==> src/rtl/uart_tx_arbiter.sv <==
// Round-robin arbiter sharing one UART_TX serializer between NUM_REQ byte sources.
// Sequences TX_DV, waits for TX_Done, inserts an optional gap and aborts via watchdog.
module uart_tx_arbiter #(
    parameter int unsigned NUM_REQ      = 4,
    parameter int unsigned GAP_CLKS     = 0,
    parameter int unsigned TIMEOUT_CLKS = 4096,
    // Reset value of the sent counter; nonzero only to reach the wrap point quickly.
    parameter logic [15:0] SENT_INIT    = 16'h0000
) (
    input  logic                   i_Clk,
    input  logic                   i_Rst,
    input  logic [NUM_REQ-1:0]     i_Req,
    input  logic [8*NUM_REQ-1:0]   i_Req_Byte,
    output logic [NUM_REQ-1:0]     o_Ack,
    output logic [NUM_REQ-1:0]     o_Grant,
    output logic                   o_TX_DV,
    output logic [7:0]             o_TX_Byte,
    input  logic                   i_TX_Active,
    input  logic                   i_TX_Done,
    output logic                   o_Busy,
    output logic                   o_Timeout,
    output logic [15:0]            o_Sent_Count
);

    localparam int unsigned IDX_W = (NUM_REQ > 1) ? $clog2(NUM_REQ) : 1;
    localparam int unsigned WD_W  = (TIMEOUT_CLKS > 1) ? $clog2(TIMEOUT_CLKS) : 1;
    localparam int unsigned GAP_W = (GAP_CLKS > 1) ? $clog2(GAP_CLKS) : 1;

    typedef enum logic [1:0] {
        ST_IDLE,
        ST_LOAD,
        ST_WAIT_DONE,
        ST_GAP
    } state_t;

    state_t              state_q, state_d;
    logic [IDX_W-1:0]    gidx_q, gidx_d;
    logic [IDX_W-1:0]    last_q, last_d;
    logic [7:0]          byte_q, byte_d;
    logic [WD_W-1:0]     wd_q, wd_d;
    logic [GAP_W-1:0]    gap_q, gap_d;
    logic [15:0]         cnt_q, cnt_d;

    logic [7:0]          req_bytes [NUM_REQ];
    logic                pick_found;
    logic [IDX_W-1:0]    pick_idx;
    int unsigned         cand;
    logic [NUM_REQ-1:0]  grant_oh;

    // Busy status from the serializer is informational only.
    logic unused_tx_active;
    assign unused_tx_active = i_TX_Active;

    for (genvar k = 0; k < NUM_REQ; k++) begin : g_bytes
        assign req_bytes[k] = i_Req_Byte[8*k+7:8*k];
    end

    // First requester at or after last_q+1, wrapping; requester 0 wins right after reset.
    always_comb begin
        pick_found = 1'b0;
        pick_idx   = '0;
        cand       = 0;
        for (int unsigned off = 1; off <= NUM_REQ; off++) begin
            cand = (32'(last_q) + off) % NUM_REQ;
            if (!pick_found && i_Req[IDX_W'(cand)]) begin
                pick_found = 1'b1;
                pick_idx   = IDX_W'(cand);
            end
        end
    end

    always_comb begin
        grant_oh         = '0;
        grant_oh[gidx_q] = 1'b1;
    end

    always_ff @(posedge i_Clk or posedge i_Rst) begin
        if (i_Rst) begin
            state_q <= ST_IDLE;
            gidx_q  <= '0;
            last_q  <= IDX_W'(NUM_REQ - 1);
            byte_q  <= '0;
            wd_q    <= '0;
            gap_q   <= '0;
            cnt_q   <= SENT_INIT;
        end else begin
            state_q <= state_d;
            gidx_q  <= gidx_d;
            last_q  <= last_d;
            byte_q  <= byte_d;
            wd_q    <= wd_d;
            gap_q   <= gap_d;
            cnt_q   <= cnt_d;
        end
    end

    always_comb begin
        state_d   = state_q;
        gidx_d    = gidx_q;
        last_d    = last_q;
        byte_d    = byte_q;
        wd_d      = wd_q;
        gap_d     = gap_q;
        cnt_d     = cnt_q;
        o_TX_DV   = 1'b0;
        o_Ack     = '0;
        o_Grant   = '0;
        o_Timeout = 1'b0;

        unique case (state_q)
            ST_IDLE: begin
                if (pick_found) begin
                    gidx_d  = pick_idx;
                    byte_d  = req_bytes[pick_idx];
                    state_d = ST_LOAD;
                end
            end
            ST_LOAD: begin
                o_TX_DV = 1'b1;
                o_Ack   = grant_oh;
                o_Grant = grant_oh;
                last_d  = gidx_q;
                wd_d    = '0;
                state_d = ST_WAIT_DONE;
            end
            ST_WAIT_DONE: begin
                o_Grant = grant_oh;
                // Done takes precedence over a watchdog expiry in the same clock.
                if (i_TX_Done) begin
                    cnt_d   = cnt_q + 16'd1;
                    gap_d   = '0;
                    state_d = (GAP_CLKS == 0) ? ST_IDLE : ST_GAP;
                end else if (TIMEOUT_CLKS != 0 && wd_q == WD_W'(TIMEOUT_CLKS - 1)) begin
                    o_Timeout = 1'b1;
                    state_d   = ST_IDLE;
                end else if (TIMEOUT_CLKS != 0) begin
                    wd_d = wd_q + 1'b1;
                end
            end
            ST_GAP: begin
                o_Grant = grant_oh;
                if (gap_q == GAP_W'(GAP_CLKS - 1)) begin
                    state_d = ST_IDLE;
                end else begin
                    gap_d = gap_q + 1'b1;
                end
            end
            default: state_d = ST_IDLE;
        endcase
    end

    assign o_TX_Byte    = byte_q;
    assign o_Busy       = (state_q != ST_IDLE);
    assign o_Sent_Count = cnt_q;

endmodule

==> config.mk <==
export PLATFORM = sky130hd
export DESIGN_NAME = uart_tx_arbiter
export DESIGN_NICKNAME = d
export VERILOG_FILES = /design/src/rtl/uart_tx_arbiter.sv
export SDC_FILE = /design/constraint.sdc
export NUM_CORES = 1
export LEC_CHECK = 0
export ABC_AREA = 1
export BUFFER_PORTS_ARGS = -buffer_cell sky130_fd_sc_hd__buf_2
export CORE_ASPECT_RATIO = 0.5
export CORE_MARGIN = 4
export CORE_UTILIZATION = 42
export DETAILED_ROUTE_END_ITERATION = 8
export PLACE_DENSITY = 0.73
export RECOVER_POWER = 100
export SYNTH_ARGS = -nofsm -noshare
export SYNTH_HDL_FRONTEND = slang
export SYNTH_SLANG_ARGS = --single-unit
export TNS_END_PERCENT = 50
==> constraint.sdc <==
create_clock -name i_Clk -period 1.8 [get_ports i_Clk]
set_input_delay 0.18 -clock i_Clk [delete_from_list [all_inputs] [get_ports i_Clk]]
set_output_delay 0.18 -clock i_Clk [all_outputs]
set_load 0.1 [all_outputs]
* Word level (Yosys, flattened, before mapping) *
Index checks and enable logic that the tools add are counted.

word-level totals
  register bits after elaboration = 43
  memory bits (writable) = 0
  bits in read-only memories = 0
  bits in latches = 0
  word-level logic and storage cells = 87
  memories kept = 0
  output and inout port bits = 35

cells by class
  order comparisons = 7
  mux-type cells = 38
  reductions and logical operators = 17
  $add $sub $neg = 7
  shifts and indexed selects = 0
  bitwise gates (word level) = 1
  multipliers = 0
  equality and inequality tests = 10
  div/mod/pow operators = 0

operators by type and width
  operator                                                                       count
  12-bit 2-to-1 mux                                                              2
  12-bit one-hot mux with 2 select lines                                         1
  16-bit by 1-bit adder with 16-bit output (second input constant)               1
  8-bit binary-select mux with 2-bit select                                      1
  2-bit 2-to-1 mux                                                               8
  8-bit 2-to-1 mux                                                               2
  2-bit by 3-bit less-than comparator with 1-bit output (second input constant)  5
  1-bit 2-to-1 mux                                                               15
  12-bit by 1-bit adder with 12-bit output (second input constant)               1
  12-bit equality test (second input constant)                                   1
  2-bit != test (second input constant)                                          5
  1-bit binary-select mux with 2-bit select                                      4
  4-bit 2-to-1 mux                                                               2
  2-bit one-hot mux with 4 select lines                                          1
  2-bit AND reduction                                                            3
  3-bit AND reduction                                                            2
  2-bit nonzero test                                                             3
  2-bit by 1-bit adder with 2-bit output (second input constant)                 2
  2-bit adder (second input constant)                                            2
  2-bit equality test (second input constant)                                    2
  1-bit logical AND                                                              4
  3-bit greater-or-equal comparator (second input constant)                      1
  1-bit logical NOT                                                              3
  3-bit != test (second input constant)                                          1
  other kinds (8)                                                                8

* Logic depth before layout (Yosys ltp) *
  depth in word-level cells = 17
  gate-level depth with buffers = 16
  depth with buffers taken out = 14

* Least setup slack after synthesis *
No wires, ideal clock.

  kind = flip-flop to output port
  from = register state_q[0]
  to = output port o_Ack[0]
  stages on the path, launching flop included = 5
  path slack = -2128 ps
  data required time = 1620 ps
  data arrival time = 3748 ps
  path buffers = 0
  cell sequence = dfrtp_1 > inv_1 > nor2_2 > inv_1 > nor3_1

on the way
  longest elaborated chain between the ends = 2

RTL lines
  what                                            RTL line  text
  from (decl)                                     36        state_t state_q, state_d;
  from (signal assigned)                          87        state_q <= state_d;
  2-bit by 1-bit equality test with 1-bit output  110       unique case (state_q)
  4-bit 2-to-1 mux                                110
  to (decl)                                       14        output logic [NUM_REQ-1:0] o_Ack,

Every way passes these cells.

* Final worst setup path *
  from = register last_q[0]
  to = register byte_q[2], in the netlist o_TX_Byte[2]

on the way
  longest elaborated chain between the ends = 17
  elaborated cells on any way between the ends = 31
  those cells by class = add/sub (4); mux (19); bitwise (1); reduce/logical (7)

RTL lines
  what                                                  RTL line  text
  from (decl)                                           38        logic [IDX_W-1:0] last_q, last_d;
  from (signal assigned)                                81        last_q <= IDX_W'(NUM_REQ - 1);
  from (signal assigned)                                89        last_q <= last_d;
  2-bit by 1-bit adder with 2-bit output                64        cand = (32'(last_q) + off) % NUM_REQ;
  1-bit binary-select mux with 2-bit select             65        if (!pick_found && i_Req[IDX_W'(cand)]) begin
  1-bit 2-to-1 mux (implied by the code)                65
  1-bit 2-to-1 mux                                      65
  1-bit logical NOT                                     65
  1-bit logical AND                                     65
  1-bit 2-to-1 mux                                      65
  1-bit logical NOT                                     65
  1-bit logical AND                                     65
  1-bit 2-to-1 mux                                      65
  1-bit logical NOT                                     65
  1-bit logical AND                                     65
  2-bit 2-to-1 mux                                      65
  2-bit NOT with 3-bit output (implied by the code)     114       byte_d = req_bytes[pick_idx];
  8-bit binary-select mux with 2-bit select             114
  8-bit 2-to-1 mux (implied by the code) (2 in series)  114
  to (signal assigned)                                  90        byte_q <= byte_d;
  to (decl)                                             39        logic [7:0] byte_q, byte_d;

Several ways; a longest one is shown, not always the timed one. The select of a mux whose other input is x is not followed.
A chain may end at the register's enable or synchronous reset.

==> flow_summary.json <==
{
  "layout.nets": 534,
  "portBuffers": 73,
  "worstMarginPinSlew_ps": 1069,
  "rr_worst_depth": 15,
  "cap_violations": 0,
  "grt_usage_pct": 19.57,
  "syn_area_sq_um": 2643,
  "setup_ws_ps": -393.8,
  "n_antenna_cell": 0,
  "rr_startpoint": "last_q[0]",
  "finalCriticalPeriod_ps": 2194,
  "htreeDepth": 2,
  "postRouteAntennaNets": 0,
  "finalCritPeriodShare_pct": 121.9,
  "initial_utilization_pct": 43.46,
  "multi_input_area_sq_um": 1802,
  "async_reset_ff_share_pct": 100.0,
  "post_drt_via_cell_ratio": 5.133,
  "clock_sinks": 43,
  "num-fill-cells": 410,
  "rows": 20,
  "violations": "setup timing",
  "cp.required_ps": 2020,
  "cts_buffer_depth": 2,
  "place_area_sq_um": 3601,
  "clock_skew_ps": 5.491,
  "grt_use_met3_pct": 3.537,
  "synthAdderAreaFrac_pct": 0.9470,
  "ys_ff_latch": 43,
  "cts_tree": "done",
  "synth_ff_type": "dfrtp_1",
  "rrSetupSlack_ps": -390,
  "num_vias": 2982,
  "grt_max_degree": 44,
  "synth_compound_area_share_pct": 5.777,
  "syn_inst": 356,
  "wl_um": 8626,
  "path_class": "flip-flop to flip-flop",
  "cp-end-kind": "flip-flop",
  "grt_pass1_wl_um": 12410,
  "clkTransAtPathRegs_ps": 60,
  "syn2layout_area_growth_pct": 67.09,
  "synth_nets": 398,
  "cts-buffers-inserted": 5,
  "io_pins": 75,
  "drt_iter0_markers": 162,
  "status": "finished, violations left",
  "crit_end": "o_TX_Byte[2]",
  "layout-drive-gt1-share_pct": 52.33,
  "first_global_vias": 2766,
  "max_freq_ghz": 0.4558,
  "drv_slew": 0,
  "die-area_sq_um": 7702,
  "holdPathStages": 5,
  "drc": 0,
  "drt_pass1_iterations": 4,
  "synth-edff-count": 0,
  "crit_arrival_ps": 2420,
  "yosysSeqAreaShare_pct": 40.81,
  "core_sq_um": 6081,
  "fin_area_sq_um": 4415,
  "synth_warnings": 0,
  "setup_viol": 28,
  "detail_route.wl_per_cell_um": 14.85,
  "antenna_found_initial": 0,
  "crit_path_start": "last_q[0]",
  "mostFrequentLayoutCells": "71 x nand2_1, 55 x inv_1, 41 x buf_2",
  "grt_use_met1_pct": 24.00,
  "gp_congestion": 0.8345,
  "hold_violations": 0,
  "clkLatencyLatePin_ps": 280,
  "synth_top_family_by_area": "simple AND/OR/NAND/NOR gates",
  "root_buffer": "clkbuf_16",
  "globalRoute.totalOverflow": 0,
  "grtUsageMet2_pct": 35.92,
  "layout_commonest_cell": "nand2_1",
  "synth_xor_area_share_pct": 4.972,
  "avgSynthCellArea_sq_um": 7.423,
  "crit_fanout": 6,
  "yosys.cell_types.count": 34,
  "muxShareOfSynthArea_pct": 0,
  "slew_headroom_pct": 28.73,
  "top_usage_layer": "met2",
  "yosys.area_share.simple_pct": 36.88,
  "hold_path.class": "input port to flip-flop",
  "min_from": "i_Req_Byte[13]",
  "final-seq-area_sq_um": 1102,
  "die_h_um": 64.09,
  "rsz0062_at_grt": "true",
  "hpwl_um": 4919,
  "startpoint_type": "flip-flop",
  "r2r-end": "o_TX_Byte[2]",
  "die_w_um": 120.2
}
## cells by family (layout without fill, tap and decap cells)
logic type,after synthesis,after routing
AOI/OAI and AO/OA,27,27
and+or+nand+nor,201,204
buffers and inverters,68,202
adders and majority gates,2,2
xor gates and xnor gates,15,15
DFF,43,43
## stage by stage
| stage | worst slack, ps | setup TNS, ps | hold slack [ps] | std cells | utilization [%] |
|---|---|---|---|---|---|
| after floorplan | -359.5 | -1543 | 394.1 | 356 | - |
| after global placement | -179.3 | -1172 | 258.6 | 544 | 59.22 |
| after detailed placement | -266.2 | -1723 | 268.0 | 544 | 59.22 |
| after CTS | -187.7 | -1702 | 194.8 | 569 | 67.30 |
| after global routing | -469.4 | -8280 | 222.0 | 581 | 72.61 |
| final | -393.8 | -4606 | 216.9 | 581 | 72.61 |
## flip-flops by register name (all words and copies together) (netlist names)
signal        flops
last_q            2
o_TX_Byte         8
wd_q             12
gap_q             1
o_Sent_Count     16
gidx_q            2
state_q           2
## cell type report
class	count	share of cell area, %
clock inverters	3	0.9918
clock buffers	5	2.834
flip-flops and latches	43	24.96
multi-input cells	248	40.80
well taps	88	2.494
inverters	64	5.951
repair buffers	129	21.82
repair inverters	1	0.1417
## critical path, stage by stage (launching register included)
cell and delay [ps]:
dfstp_2 560, buf_12 140, clkinv_8 80, nand2_4 80, nand2_4 60, nand2_4 70, nand2_4 60, nor2_4 160
nand2_2 100, nor2_2 150, a21oi_2 60, buf_4 140, nor2_4 160, buf_6 150, nand3_2 70, nand3_2 70
## cells in the mapped netlist, types with 3 or more instances
| master | count | area share, % |
|---|---|---|
| nand2_1 | 96 | 14 |
| inv_1 | 58 | 8.2 |
| dfrtp_1 | 41 | 39 |
| nand3_1 | 40 | 7.6 |
| nor2_1 | 16 | 2.3 |
| o21ai_0 | 12 | 2.3 |
| nand2_2 | 11 | 2.6 |
| xnor2_1 | 9 | 3.0 |
| a21oi_1 | 8 | 1.5 |
| nand4_1 | 8 | 1.9 |
| nor3_1 | 8 | 1.5 |
| xor2_1 | 6 | 2.0 |
| inv_2 | 5 | 0.71 |
| nor2_2 | 5 | 1.2 |
| or2_2 | 5 | 1.2 |
| o22ai_1 | 3 | 0.71 |
## what timing repair did
action	CTS	global route
pin swaps	18	27
resized for setup	52	71
gates cloned	4	1
hold buffers	1	0
setup buffers	12	13
hold endpoints to repair	41	0
setup endpoints to repair	17	30
## layer usage
metal | vias to the layer above | share of wire (%)
li1 | 1400 | -
met1 | 1437 | 40
met5 | - | 0
met2 | 114 | 51
met3 | 31 | 5.1
met4 | 0 | 3.3
## worst min path at each step
| stage | to | slack, ps |
|---|---|---|
| final | o_TX_Byte[5] | 220 |
| after global routing | o_TX_Byte[5] | 220 |
| after CTS | o_TX_Byte[5] | 190 |
| after detailed placement | wd_q[3] | 270 |
| after global placement | o_Sent_Count[2] | 260 |
| after floorplan | o_TX_Byte[3] | 390 |
Power is left out: the tool's default activity adds up to more than one toggle a clock period on the data nets, which glitch-free logic cannot reach.
